===== config.mk =====
export PLATFORM = sky130hd
export DESIGN_NAME = ex_mem_dresp_flat
export DESIGN_NICKNAME = d
export VERILOG_FILES = /design/src/rtl/ex_mem_dresp_pkg.sv /design/src/rtl/ex_mem_dresp_if.sv /design/src/rtl/ex_mem_dextract.sv /design/src/rtl/ex_mem_dresp.sv /design/src/flat_wrapper.sv
export SDC_FILE = /design/constraint.sdc
export NUM_CORES = 1
export LEC_CHECK = 0
export CORE_AREA = 2 2 171 173
export DETAILED_ROUTE_END_ITERATION = 8
export DIE_AREA = 0 0 173 175
export PLACE_DENSITY_LB_ADDON = 0.25
export SLEW_MARGIN = 5
export SYNTH_ARGS = -nofsm -noshare
export SYNTH_HDL_FRONTEND = slang
export SYNTH_SLANG_ARGS = --single-unit

===== constraint.sdc =====
create_clock -name clk_i -period 3.4 [get_ports clk_i]
set_clock_uncertainty 0.15 [all_clocks]
set_input_delay 0.68 -clock clk_i [delete_from_list [all_inputs] [get_ports clk_i]]
set_output_delay 0.68 -clock clk_i [all_outputs]
set_load 0.005 [all_outputs]

===== src/rtl/ex_mem_dresp_pkg.sv =====
// Shared definitions for the EX3 data-memory responder: FSM states, memDataOK codes,
// access sizes and small decode helpers.
package ex_mem_dresp_pkg;

    typedef enum logic [2:0] {
        StIdle  = 3'd0,
        StIssue = 3'd1,
        StWait  = 3'd2,
        StDone  = 3'd3,
        StFault = 3'd4
    } state_e;

    typedef enum logic [1:0] {
        OkReady = 2'b00,
        OkHold  = 2'b10,
        OkFault = 2'b11
    } mem_ok_e;

    typedef enum logic [1:0] {
        SizeB = 2'd0,
        SizeW = 2'd1,
        SizeL = 2'd2,
        SizeQ = 2'd3
    } size_e;

    function automatic logic [7:0] size_mask(size_e size);
        logic [7:0] mask;
        unique case (size)
            SizeB:   mask = 8'h01;
            SizeW:   mask = 8'h03;
            SizeL:   mask = 8'h0f;
            default: mask = 8'hff;
        endcase
        return mask;
    endfunction

    function automatic logic is_misaligned(size_e size, logic [2:0] addr_lo);
        logic mis;
        unique case (size)
            SizeB:   mis = 1'b0;
            SizeW:   mis = addr_lo[0];
            SizeL:   mis = |addr_lo[1:0];
            default: mis = |addr_lo;
        endcase
        return mis;
    endfunction

endpackage


===== src/rtl/ex_mem_dresp_if.sv =====
// Request/response and bus signals of the data-memory responder.
// slave = the responder itself, master = pipeline plus bus environment.
interface ex_mem_dresp_if #(
    parameter int unsigned AddrW = 48
) ();

    logic             req_valid;
    logic             req_is_store;
    logic [1:0]       req_size;
    logic             req_sx;
    logic [AddrW-1:0] req_addr;
    logic [63:0]      req_data;
    logic             req_flush;

    logic [63:0]      mem_data_in;
    logic [63:0]      mem_data_in_b;
    logic [1:0]       mem_data_ok;

    logic             bus_req;
    logic             bus_we;
    logic [AddrW-1:0] bus_addr;
    logic [63:0]      bus_wdata;
    logic [7:0]       bus_mask;
    logic [63:0]      bus_rdata;
    logic             bus_ack;
    logic             bus_err;

    modport slave (
        input  req_valid, req_is_store, req_size, req_sx, req_addr, req_data, req_flush,
        input  bus_rdata, bus_ack, bus_err,
        output mem_data_in, mem_data_in_b, mem_data_ok,
        output bus_req, bus_we, bus_addr, bus_wdata, bus_mask
    );

    modport master (
        output req_valid, req_is_store, req_size, req_sx, req_addr, req_data, req_flush,
        output bus_rdata, bus_ack, bus_err,
        input  mem_data_in, mem_data_in_b, mem_data_ok,
        input  bus_req, bus_we, bus_addr, bus_wdata, bus_mask
    );

endinterface


===== src/rtl/ex_mem_dextract.sv =====
// Byte-lane datapath: load lane select with sign/zero extension, and store data/mask
// placement onto the 64-bit bus lane.
module ex_mem_dextract
    import ex_mem_dresp_pkg::*;
(
    input  logic [63:0] word_i,
    input  logic [2:0]  lane_i,
    input  size_e       size_i,
    input  logic        sx_i,
    input  logic [63:0] st_data_i,
    output logic [63:0] ld_data_o,
    output logic [63:0] st_data_o,
    output logic [7:0]  st_mask_o
);

    logic [63:0] shifted;

    always_comb begin
        shifted = word_i >> {lane_i, 3'b000};
        unique case (size_i)
            SizeB:   ld_data_o = {{56{sx_i & shifted[7]}},  shifted[7:0]};
            SizeW:   ld_data_o = {{48{sx_i & shifted[15]}}, shifted[15:0]};
            SizeL:   ld_data_o = {{32{sx_i & shifted[31]}}, shifted[31:0]};
            default: ld_data_o = shifted;
        endcase
        st_data_o = st_data_i << {lane_i, 3'b000};
        st_mask_o = size_mask(size_i) << lane_i;
    end

endmodule


===== src/rtl/ex_mem_dresp.sv =====
// Data-memory responder for EX3: one bus transaction per load/store request, reports
// ready/hold/fault on mem_data_ok. Optional bus timeout via JX2_DRESP_TIMEOUT_EN.
module ex_mem_dresp
    import ex_mem_dresp_pkg::*;
#(
    parameter int unsigned AddrW      = 48,
    parameter int unsigned TimeoutCyc = 255
) (
    input logic           clk_i,
    input logic           rst_ni,
    ex_mem_dresp_if.slave io
);

    state_e           state_q, state_d;
    logic             is_store_q;
    size_e            size_q;
    logic             sx_q;
    logic [AddrW-1:0] addr_q;
    logic [63:0]      data_q;
    logic             drop_q, drop_d;
    logic [63:0]      ld_q, ld_b_q;
    logic             capture, latch;
    logic [63:0]      ld_data, st_data;
    logic [7:0]       st_mask;
    logic             issue;
`ifdef JX2_DRESP_TIMEOUT_EN
    logic [7:0]       cnt_q, cnt_d;
`endif

    ex_mem_dextract u_dextract (
        .word_i    (io.bus_rdata),
        .lane_i    (addr_q[2:0]),
        .size_i    (size_q),
        .sx_i      (sx_q),
        .st_data_i (data_q),
        .ld_data_o (ld_data),
        .st_data_o (st_data),
        .st_mask_o (st_mask)
    );

    always_comb begin
        state_d = state_q;
        drop_d  = drop_q;
        capture = 1'b0;
        latch   = 1'b0;
`ifdef JX2_DRESP_TIMEOUT_EN
        cnt_d   = cnt_q;
`endif
        unique case (state_q)
            StIdle: begin
                drop_d = 1'b0;
                if (io.req_valid && !io.req_flush) begin
                    capture = 1'b1;
                    state_d = is_misaligned(size_e'(io.req_size), io.req_addr[2:0]) ?
                              StFault : StIssue;
                end
            end
            StIssue: begin
                drop_d  = drop_q | io.req_flush;
                state_d = StWait;
`ifdef JX2_DRESP_TIMEOUT_EN
                cnt_d   = 8'd0;
`endif
            end
            StWait: begin
                drop_d = drop_q | io.req_flush;
                if (io.bus_ack) begin
                    if (!io.bus_err) begin
                        latch   = !is_store_q;
                        state_d = StDone;
                    end else begin
                        // A flushed request has no consumer for the fault.
                        state_d = drop_d ? StIdle : StFault;
                    end
                end
`ifdef JX2_DRESP_TIMEOUT_EN
                else begin
                    cnt_d = cnt_q + 8'd1;
                    if (cnt_q == 8'(TimeoutCyc - 1)) begin
                        state_d = drop_d ? StIdle : StFault;
                    end
                end
`endif
            end
            StDone: state_d = StIdle;
            StFault: begin
                if (!io.req_valid || io.req_flush) begin
                    state_d = StIdle;
                end
            end
            default: state_d = StIdle;
        endcase
    end

    always_ff @(posedge clk_i or negedge rst_ni) begin
        if (!rst_ni) begin
            state_q    <= StIdle;
            is_store_q <= 1'b0;
            size_q     <= SizeB;
            sx_q       <= 1'b0;
            addr_q     <= '0;
            data_q     <= '0;
            drop_q     <= 1'b0;
            ld_q       <= '0;
            ld_b_q     <= '0;
`ifdef JX2_DRESP_TIMEOUT_EN
            cnt_q      <= '0;
`endif
        end else begin
            state_q <= state_d;
            drop_q  <= drop_d;
`ifdef JX2_DRESP_TIMEOUT_EN
            cnt_q   <= cnt_d;
`endif
            if (capture) begin
                is_store_q <= io.req_is_store;
                size_q     <= size_e'(io.req_size);
                sx_q       <= io.req_sx;
                addr_q     <= io.req_addr;
                data_q     <= io.req_data;
            end
            if (latch) begin
                ld_q   <= ld_data;
                ld_b_q <= io.bus_rdata;
            end
        end
    end

    assign issue = (state_q == StIssue);

    always_comb begin
        unique case (state_q)
            StIdle:         io.mem_data_ok = (io.req_valid && !io.req_flush) ? OkHold : OkReady;
            StIssue, StWait: io.mem_data_ok = OkHold;
            StFault:        io.mem_data_ok = OkFault;
            default:        io.mem_data_ok = OkReady;
        endcase
    end

    // Bus fields are only meaningful during the single ISSUE strobe cycle.
    assign io.bus_req       = issue;
    assign io.bus_we        = issue & is_store_q;
    assign io.bus_addr      = issue ? {addr_q[AddrW-1:3], 3'b000} : '0;
    assign io.bus_wdata     = issue ? st_data : '0;
    assign io.bus_mask      = issue ? st_mask : '0;
    assign io.mem_data_in   = ld_q;
    assign io.mem_data_in_b = ld_b_q;

endmodule


===== src/flat_wrapper.sv =====
// flat-port wrapper written by rule: the top's interface ports become plain ports
module ex_mem_dresp_flat import ex_mem_dresp_pkg::*;
#(
    parameter int unsigned AddrW      = 48,
    parameter int unsigned TimeoutCyc = 255
)
  (clk_i, rst_ni, io_req_valid, io_req_is_store, io_req_size, io_req_sx, io_req_addr, io_req_data, io_req_flush, io_bus_rdata, io_bus_ack, io_bus_err, io_mem_data_in, io_mem_data_in_b, io_mem_data_ok, io_bus_req, io_bus_we, io_bus_addr, io_bus_wdata, io_bus_mask);
  ex_mem_dresp_if #(.AddrW(AddrW)) io_i ();
  input logic clk_i;
  input logic rst_ni;
  input wire logic [$bits(io_i.req_valid)-1:0] io_req_valid;
  input wire logic [$bits(io_i.req_is_store)-1:0] io_req_is_store;
  input wire logic [$bits(io_i.req_size)-1:0] io_req_size;
  input wire logic [$bits(io_i.req_sx)-1:0] io_req_sx;
  input wire logic [$bits(io_i.req_addr)-1:0] io_req_addr;
  input wire logic [$bits(io_i.req_data)-1:0] io_req_data;
  input wire logic [$bits(io_i.req_flush)-1:0] io_req_flush;
  input wire logic [$bits(io_i.bus_rdata)-1:0] io_bus_rdata;
  input wire logic [$bits(io_i.bus_ack)-1:0] io_bus_ack;
  input wire logic [$bits(io_i.bus_err)-1:0] io_bus_err;
  output wire logic [$bits(io_i.mem_data_in)-1:0] io_mem_data_in;
  output wire logic [$bits(io_i.mem_data_in_b)-1:0] io_mem_data_in_b;
  output wire logic [$bits(io_i.mem_data_ok)-1:0] io_mem_data_ok;
  output wire logic [$bits(io_i.bus_req)-1:0] io_bus_req;
  output wire logic [$bits(io_i.bus_we)-1:0] io_bus_we;
  output wire logic [$bits(io_i.bus_addr)-1:0] io_bus_addr;
  output wire logic [$bits(io_i.bus_wdata)-1:0] io_bus_wdata;
  output wire logic [$bits(io_i.bus_mask)-1:0] io_bus_mask;
  assign io_i.req_valid = io_req_valid;
  assign io_i.req_is_store = io_req_is_store;
  assign io_i.req_size = io_req_size;
  assign io_i.req_sx = io_req_sx;
  assign io_i.req_addr = io_req_addr;
  assign io_i.req_data = io_req_data;
  assign io_i.req_flush = io_req_flush;
  assign io_i.bus_rdata = io_bus_rdata;
  assign io_i.bus_ack = io_bus_ack;
  assign io_i.bus_err = io_bus_err;
  assign io_mem_data_in = io_i.mem_data_in;
  assign io_mem_data_in_b = io_i.mem_data_in_b;
  assign io_mem_data_ok = io_i.mem_data_ok;
  assign io_bus_req = io_i.bus_req;
  assign io_bus_we = io_i.bus_we;
  assign io_bus_addr = io_i.bus_addr;
  assign io_bus_wdata = io_i.bus_wdata;
  assign io_bus_mask = io_i.bus_mask;
  ex_mem_dresp #(.AddrW(AddrW), .TimeoutCyc(TimeoutCyc)) u_core (.clk_i(clk_i), .rst_ni(rst_ni), .io(io_i));
endmodule

=== Word-level counts from Yosys, hierarchy flattened ===
Cells that the tools add are included.

* Register bits after elaboration: 248
* Bits of input ports: 186
* Output and inout port bits: 252
* Logic and storage cells: 63

* Equality and inequality tests: 10
* Shift-type cells: 3
* Muxes and demuxes: 23
* Bitwise operators: 5
* Reductions and logical operators: 13

{| class="wikitable"
|+ Operator list
! kind !! count
|-
| one-hot mux 64 bit (3 select lines) || 1
|-
| 2-to-1 mux 64 bit || 1
|-
| << shifter 64 x 6 -> 64 bit || 1
|-
| right shift 64 x 6 -> 64 bit || 1
|-
| 2-to-1 mux 48 bit || 1
|-
| one-hot mux 8 bit (3 select lines) || 1
|-
| 2-to-1 mux 3 bit || 6
|-
| one-hot mux 3 bit (4 select lines) || 1
|-
| 2-to-1 mux 8 bit || 1
|-
| << shifter 8 x 3 -> 8 bit || 1
|-
| 2-to-1 mux 1 bit || 7
|-
| one-hot mux 2 bit (3 select lines) || 1
|-
| AND 1 bit || 4
|-
| equality test 2 x 1 -> 1 bit (second input constant) || 2
|-
| equality test 2 bit (second input constant) || 2
|-
| logical NOT 2 bit || 2
|-
| != test 2 x 1 -> 1 bit (second input constant) || 2
|-
| OR reduction 2 bit || 2
|-
| equality test 3 x 1 -> 1 bit (second input constant) || 1
|-
| equality test 3 x 2 -> 1 bit (second input constant) || 1
|-
| equality test 3 bit (second input constant) || 1
|-
| logical NOT 1 bit || 3
|-
| logical NOT 3 bit || 1
|-
| one-hot mux 1 bit (3 select lines) || 1
|-
| 9 further kinds || 9
|}

=== Logic depth before layout (Yosys ltp) ===
Gate-level depths: netlist (run 1).

* Depth after elaboration: 7
* Depth in mapped cells: 8
* Gate-level depth less buffers: 6

=== Modules after synthesis ===
A second synthesis (run 1) with hierarchy kept.

* Cell total of the unflattened synthesis: 1289
* Area, all modules: 14731.6 sq um

{| class="wikitable"
|+ Modules (own cells, without submodules)
! module !! times used !! cells an instance !! area an instance (sq um) !! seq. area each (sq um)
|-
| ex_mem_dresp || 1 || 689 || 10327.4 || 6206.0
|-
| ex_mem_dextract || 1 || 600 || 4404.2 || 0.0
|}

=== Worst setup path before layout (run 1) ===
Ideal clock, no wire load.

* Kind: reg-to-output
* Start point: register u_core.addr_q[1]
* End point: output io_bus_wdata[32]
* Arrival time: 1587 ps
* Data required time: 2570 ps
* Path slack: 983 ps
* Stages on the path, launching flop included: 7
* Buffers on the path: 3
* Cells stage by stage: dfrtp_1 > buf_6 > buf_6 > buf_2 > nor3_1 > nand2_1 > o21ai_0

* Word-level cells in the longest chain between the ends: 2

{| class="wikitable"
|+ Ends and longest elaborated chain
! what !! RTL line !! source
|-
| from (decl) || ex_mem_dresp.sv:18 || <nowiki>logic [AddrW-1:0] addr_q;</nowiki>
|-
| from (signal assigned) || ex_mem_dresp.sv:119 || <nowiki>addr_q <= io.req_addr;</nowiki>
|-
| << shifter 64 x 6 -> 64 bit || ex_mem_dextract.sv:26 || <nowiki>st_data_o = st_data_i << {lane_i, 3'b000};</nowiki>
|-
| 2-to-1 mux 64 bit || ex_mem_dresp.sv:144 || <nowiki>assign io.bus_wdata = issue ? st_data : '0;</nowiki>
|-
| to (decl) || flat_wrapper.sv:27 || <nowiki>output wire logic [$bits(io_i.bus_wdata)-1:0] io_bus_wdata;</nowiki>
|}

No other way between the ends.

=== Final worst setup path (run 1) ===
* Start point: register u_core.addr_q[0]
* End point: output io_bus_wdata[47]

Same word-level chain as after synthesis.

==> qor.yml, run 1 <==
ys_seq_elements: 248
place_inst: 1997
layout_common_cells: "clkdlybuf4s50_1 (417), dfrtp_1 (242), mux2_2 (204)"
hold_viol: 0
cts_made_buffers: 29
synth_edf_count: 0
synth_cells: 1241
worst_slew_pin_slew_ns: 0.755
power_leakage_nw: 8.45
rsz0062_at_grt: "yes"
start_util_pct: 47.4
layout_commonest_cell: "clkdlybuf4s50_1"
setup_tns_ns: 0
finalMaxSlewViolations: 0
layoutNonFillerInstCount: 2066
antenna_found_initial: 2
drt-wirelength-per-cell_um: 23.2
numClockSinks: 248
cap_violations: 0
grt_pass1_wl_um: 71800
synth_ff_type: "dfrtp_1"
insertion_delay_ns: 0.55
endpoint_kind: "output pin"
seq_area_frac_synth_pct: 46.1
cp_max_fo: 27
p_per_area_mw_per_mm2: 917
status: "complete, no violations"
ys_warn_count: 0
reg2reg_depth: 8
numPortBuffers: 434
drtPass1Iterations: 5
grt_max_degree: 83
period_share_pct: 99.3
grt_pass1_vias: 11600
period_minus_slack_ns: 3.38
critPathRequiredTime_ns: 2.57
design.core.area_mm2: 0.0284
wl_um: 48000
cp.arrival_ns: 2.55
num_vias: 11700
hp-class: "reg2reg"
core.rowCount: 62
initialDrtViolationCount: 965
hold_depth: 1
fmaxAchievable_mhz: 296
syn_area_mm2: 0.0135
path_class: "reg2out"
ys_types: 45
die_h_um: 175
hpwlAfterDp_um: 35400
globalplace.congestion: 0.964
relSlewSlack_pct: 49.7
cts_htree_levels: 1
cts-root-buf: "clkbuf_16"
cts_tree: "done"
nets: 1847
cts.clk_slew.worst_paths_ns: 0.06
cp-start-kind: "flop"
hold_ws_ns: 0.304
ant_nets: 0
post-route-util_pct: 68.7
routed_via_density: 5.68
synth_area_per_cell_um2: 10.8
clockBufferDepth: 3
finalSetupViolCount: 0
async_flop_share_pct: 100
gr-total-overflow: 0
syn_to_final_growth_pct: 45.0
power.total_mw: 17.9
dieArea_mm2: 0.0303
drive_gt1_share_pct: 21.9
track_usage_pct: 30.8
pin_count: 438
irDropWorstVdd_mv: 0.516
die_w_um: 173
drc: 0
## area by class of cell
cell class,count,area [um2]
timing repair buffer,494,5090
multi-input combinational,880,6760
fill,2183,8890
clock inverter,9,85.1
sequential,248,6220
antenna,2,5.00
tap,384,480
clock buffer,41,831
inverter,8,33.8
## routing by layer
metal | routed length (um) | vias up | track usage, %
met2 | 20800 | 639 | 44.5
met4 | 1840 | 0 | 11.7
met5 | 0 | - | 0
li1 | - | 5310 | -
met1 | 20600 | 5688 | 44.0
met3 | 4700 | 98 | 8.68
## final timing paths
| check | startpoint | endpoint | slack (ns) |
|---|---|---|---|
| setup / recovery | u_core.addr_q[0]$_DFFE_PN0P_ | io_bus_wdata[47] | 0.02 |
| hold / removal | u_core.drop_q$_DFFE_PN0P_ | u_core.state_q[2]$_DFFE_PN0P_ | 0.30 |
| setup reg to reg | u_core.addr_q[1]$_DFFE_PN0P_ | u_core.io.mem_data_in[58]$_DFFE_PN0P_ | 0.30 |
| hold reg to reg | u_core.drop_q$_DFFE_PN0P_ | u_core.state_q[2]$_DFFE_PN0P_ | 0.30 |
| max in group asynchronous | rst_ni | u_core.data_q[47]$_DFFE_PN0P_ | 1.72 |
| min in group asynchronous | rst_ni | u_core.addr_q[4]$_DFFE_PN0P_ | 0.56 |
## power breakdown
| group | internal, mW | switching, mW | total [mW] | leakage [nW] |
|---|---|---|---|---|
| clock network | 1.77 | 1.25 | 3.02 | 0.443 |
| registers | 4.43 | 1.22 | 5.65 | 3.00 |
| logic | 4.98 | 4.23 | 9.21 | 5.01 |
| total | 11.2 | 6.70 | 17.9 | 8.45 |
## what timing repair did
action	4_1_cts	5_1_grt
cloned	2	1
gates resized for setup	26	29
setup buffers	8	5
hold buffers	1	0
endpoints found under the setup margin	53	45
endpoints found under the hold margin	41	0
pin swaps	2	3
## registers in the layout, indices dropped and copies added (netlist names)
| register | cells |
|---|---|
| u_core.size_q | 2 |
| u_core.state_q | 3 |
| u_core.data_q | 64 |
| u_core.sx_q | 1 |
| u_core.io.mem_data_in_b | 64 |
| u_core.io.mem_data_in | 64 |
| u_core.is_store_q | 1 |
| u_core.drop_q | 1 |
| u_core.addr_q | 48 |
## cells by family (layout without fill, tap and decap cells)
logic type / Yosys count / count (layout) / share of synthesized area (%)
DFF: 248 / 248 / 46.1
muxes: 327 / 327 / 27.6
and+or+nand+nor: 357 / 357 / 12.2
other: 1 / 5 / 0.0279
buffers and inverters: 115 / 552 / 4.36
AOI/OAI and AO/OA: 193 / 193 / 9.65
## critical path, stage by stage, from the launching register on
cell             delay, ns
dfrtp_4               0.56
bufbuf_16             0.33
nor2_1                0.13
a21oi_1               0.06
o22a_1                0.17
nor2_1                0.20
clkdlybuf4s50_1       0.55
## Yosys cell counts (2+ instances only)
cell      count  area share [%]
a22oi_1       7            0.39
and2_1       10            0.46
nand2_1      96             2.7
buf_1         4            0.11
o211ai_1     10            0.56
o22a_1       15            0.98
buf_4        13            0.73
nor2b_1      13            0.60
a31oi_1      48             2.2
clkinv_1      2           0.056
nor3_2        2            0.15
dfrtp_1     248              46
nand3_1       9            0.33
buf_2        53             2.0
mux2i_1     108             8.0
a31oi_2      10            0.93
a21oi_1      33             1.2
buf_6         5            0.42
o21ai_0      40             1.5
inv_1         5            0.14
nor2_1      137             3.8
and3_1       62             2.9
mux4_2       15             2.5
nand2b_1     13            0.60
nor3_1       10            0.37
mux2_2      204              17
o21a_1        2            0.11
nand4_1       2           0.093
clkbuf_1     32            0.89
a211oi_1     18             1.0
## metrics by stage
step                instance area, um2  worst slack, ns
floorplan                        13500            0.983
global placement                 18200            0.259
detailed placement               18200            0.197
CTS                              19400          0.00417
global route                     19500          -0.0611
finish                           19500           0.0225
(Power assumes the default switching activity.)
==> inputs of run 2 (changes only) <==
CAP_MARGIN = 40   (was unset)
CTS_CLUSTER_DIAMETER = 50   (was unset)
==> run 2 against run 1 <==
  * Maximum frequency down 0.36%
  * Register-to-register slack is essentially flat
  * Clock power rose by 23%
  * Routed wire length increased by 0.25%
  * Worst setup slack got worse by 0.012 ns
  * Final cell count increased by 0.48%
  * Largest power group unchanged
  * Largest cell class unchanged
  * Count of clock-buffer cells in the layout up 8
  * The flow now finishes with violations (hold timing)
  * Highest routed layer unchanged
==> qor.yml, run 2 (synthesized netlist as in run 1, its figures left out) <==
post-place-ws_ns: 0.197
dieArea_mm2: 0.0303
die_h_um: 175
grt_use_met1_pct: 43.8
grt_pass1_wl_um: 71900
gr-usage-met3_pct: 9.03
hold_viol: 1
endpoint_kind: "output pin"
nets: 1850
drive_gt1_share_pct: 21.9
irDropWorstVdd_mv: 0.518
violations: "hold timing"
r2r_start: "u_core.addr_q[1]$_DFFE_PN0P_"
pin_count: 438
syn_to_final_growth_pct: 46.3
endpoint: "io_bus_mask[6]"
finalMaxSlewViolations: 0
setup_ws_ns: 0.0104
cts_htree_levels: 2
rsz0062_at_grt: "yes"
multi_input_area_mm2: 0.00674
status: "finished with violations"
finalSetupViolCount: 0
numPortBuffers: 434
n_fill_cell: 2156
path_class: "reg2out"
start_util_pct: 47.4
relSlewSlack_pct: 49.8
power_leakage_nw: 8.39
critPathRequiredTime_ns: 2.57
cap_violations: 0
cp.arrival_ns: 2.56
seqCellArea_mm2: 0.00622
numClockSinks: 248
gr-max-usage-layer: "met2"
layout_common_cells: "clkdlybuf4s50_1 (429), dfrtp_1 (244), mux2_2 (204)"
insertion_delay_ns: 0.51
startpoint: "u_core.addr_q[0]$_DFFE_PN0P_"
fmaxAchievable_mhz: 295
p_per_area_mw_per_mm2: 937
use_met2_pct: 44.8
routed_via_density: 5.65
clockBufferDepth: 3
cp-start-kind: "flop"
antenna_found_initial: 3
cts_tree: "done"
cts.clk_slew.worst_paths_ns: 0.05
power.total_mw: 18.4
grt_max_degree: 83
hpwlAfterDp_um: 35400
drt-wirelength-per-cell_um: 23.2
layout_commonest_cell: "clkdlybuf4s50_1"
design.core.area_mm2: 0.0284
r2r_slack_ns: 0.30
worst_slew_pin_slew_ns: 0.753
cts_made_buffers: 37
drc: 0
die_w_um: 173
cts-hold-fix-buffers: 0
globalplace.congestion: 0.964
reg2reg_depth: 8
track_usage_pct: 30.9
ant_nets: 0
hold_ws_ns: -0.000193
cp_max_fo: 11
period_share_pct: 99.7
gr-total-overflow: 0
grt_pass1_vias: 11700
drtPass1Iterations: 7
hp-class: "in2async"
num_vias: 11700
cts-root-buf: "clkbuf_16"
core.rowCount: 62
period_minus_slack_ns: 3.39
initialDrtViolationCount: 1058
wl_um: 48100
r2r-end: "u_core.io.mem_data_in[61]$_DFFE_PN0P_"
## run 2: cell types whose count changed in the layout (fill, tap and decap cells not counted), sizes merged, moves of 3 or more
| cell | previous run | this run |
|---|---|---|
| clkbuf | 43 | 50 |
| clkdlybuf4s50 | 417 | 429 |
| clkinv | 6 | 10 |
| dlygate4sd2 | 5 | 0 |
| dlymetal6s2s | 11 | 4 |
| inv | 7 | 10 |
## run 2: layout make-up
type	count	area share, %
multi-input cells	880	34.2
flip-flops and latches	248	31.6
inverters	8	0.165
diodes	2	0.0254
clock inverters	16	0.826
well taps	384	2.44
clock buffers	49	5.34
repair buffers	489	25.4
## run 2: layer usage
metal  up-vias  share of wire (%)
li1       5323                  -
met1      5706                 43
met2       612                 44
met3        91                9.8
met4         0                3.5
met5         -                  0
## run 2: worst min-delay path by stage
| stage | start | depth (start not counted) | slack (ns) | to |
|---|---|---|---|---|
| 6_report | rst_ni | 1 | -0.0002 | u_core.addr_q[4]$_DFFE_PN0P_ |
| 5_1_grt | rst_ni | 1 | 0.05 | u_core.addr_q[4]$_DFFE_PN0P_ |
| 3_3_place_gp | u_core.drop_q$_DFFE_PN0P_ | 1 | 0.31 | u_core.state_q[2]$_DFFE_PN0P_ |
| 3_5_place_dp | u_core.drop_q$_DFFE_PN0P_ | 1 | 0.30 | u_core.state_q[2]$_DFFE_PN0P_ |
| 2_1_floorplan | rst_ni | 0 | 0.23 | u_core.addr_q[0]$_DFFE_PN0P_ |
| 4_1_cts | rst_ni | 1 | 0.03 | u_core.addr_q[4]$_DFFE_PN0P_ |
## run 2: repair_timing
item                                    4_1_cts  5_1_grt
setup buffers                                 2        8
endpoints found under the setup margin       31       52
gates cloned                                  2        0
resized for setup                            11       19
pin swaps                                     1        2
## run 2: critical path, stage by stage (launching register included)
cell	delay, ns
dfrtp_4	0.51
clkinv_1	0.27
buf_4	0.27
nor2_1	0.12
o21ai_0	0.09
a21oi_1	0.19
clkdlybuf4s50_1	0.60
## run 2: power by group
| group | switching [mW] | total (mW) | internal, mW |
|---|---|---|---|
| Sequential | 1.23 | 5.66 | 4.43 |
| Clock | 1.43 | 3.71 | 2.28 |
| Combinational | 4.20 | 9.08 | 4.88 |
## run 2: through the flow
step	instances	instance area, um2	util [%]	setup TNS (ns)
floorplan	1243	13500	-	0
global placement	1997	18200	64.3	0
detailed placement	1997	18200	64.3	0
CTS	2066	19600	68.9	0
global route	2076	19700	69.3	-0.362
finish	2076	19700	69.3	0
==> inputs of run 3 (changes only) <==
HOLD_SLACK_MARGIN = 0.02   (was unset)
==> results of run 3 <==
Final layout, timing and power as in run 2 (identical DEF).
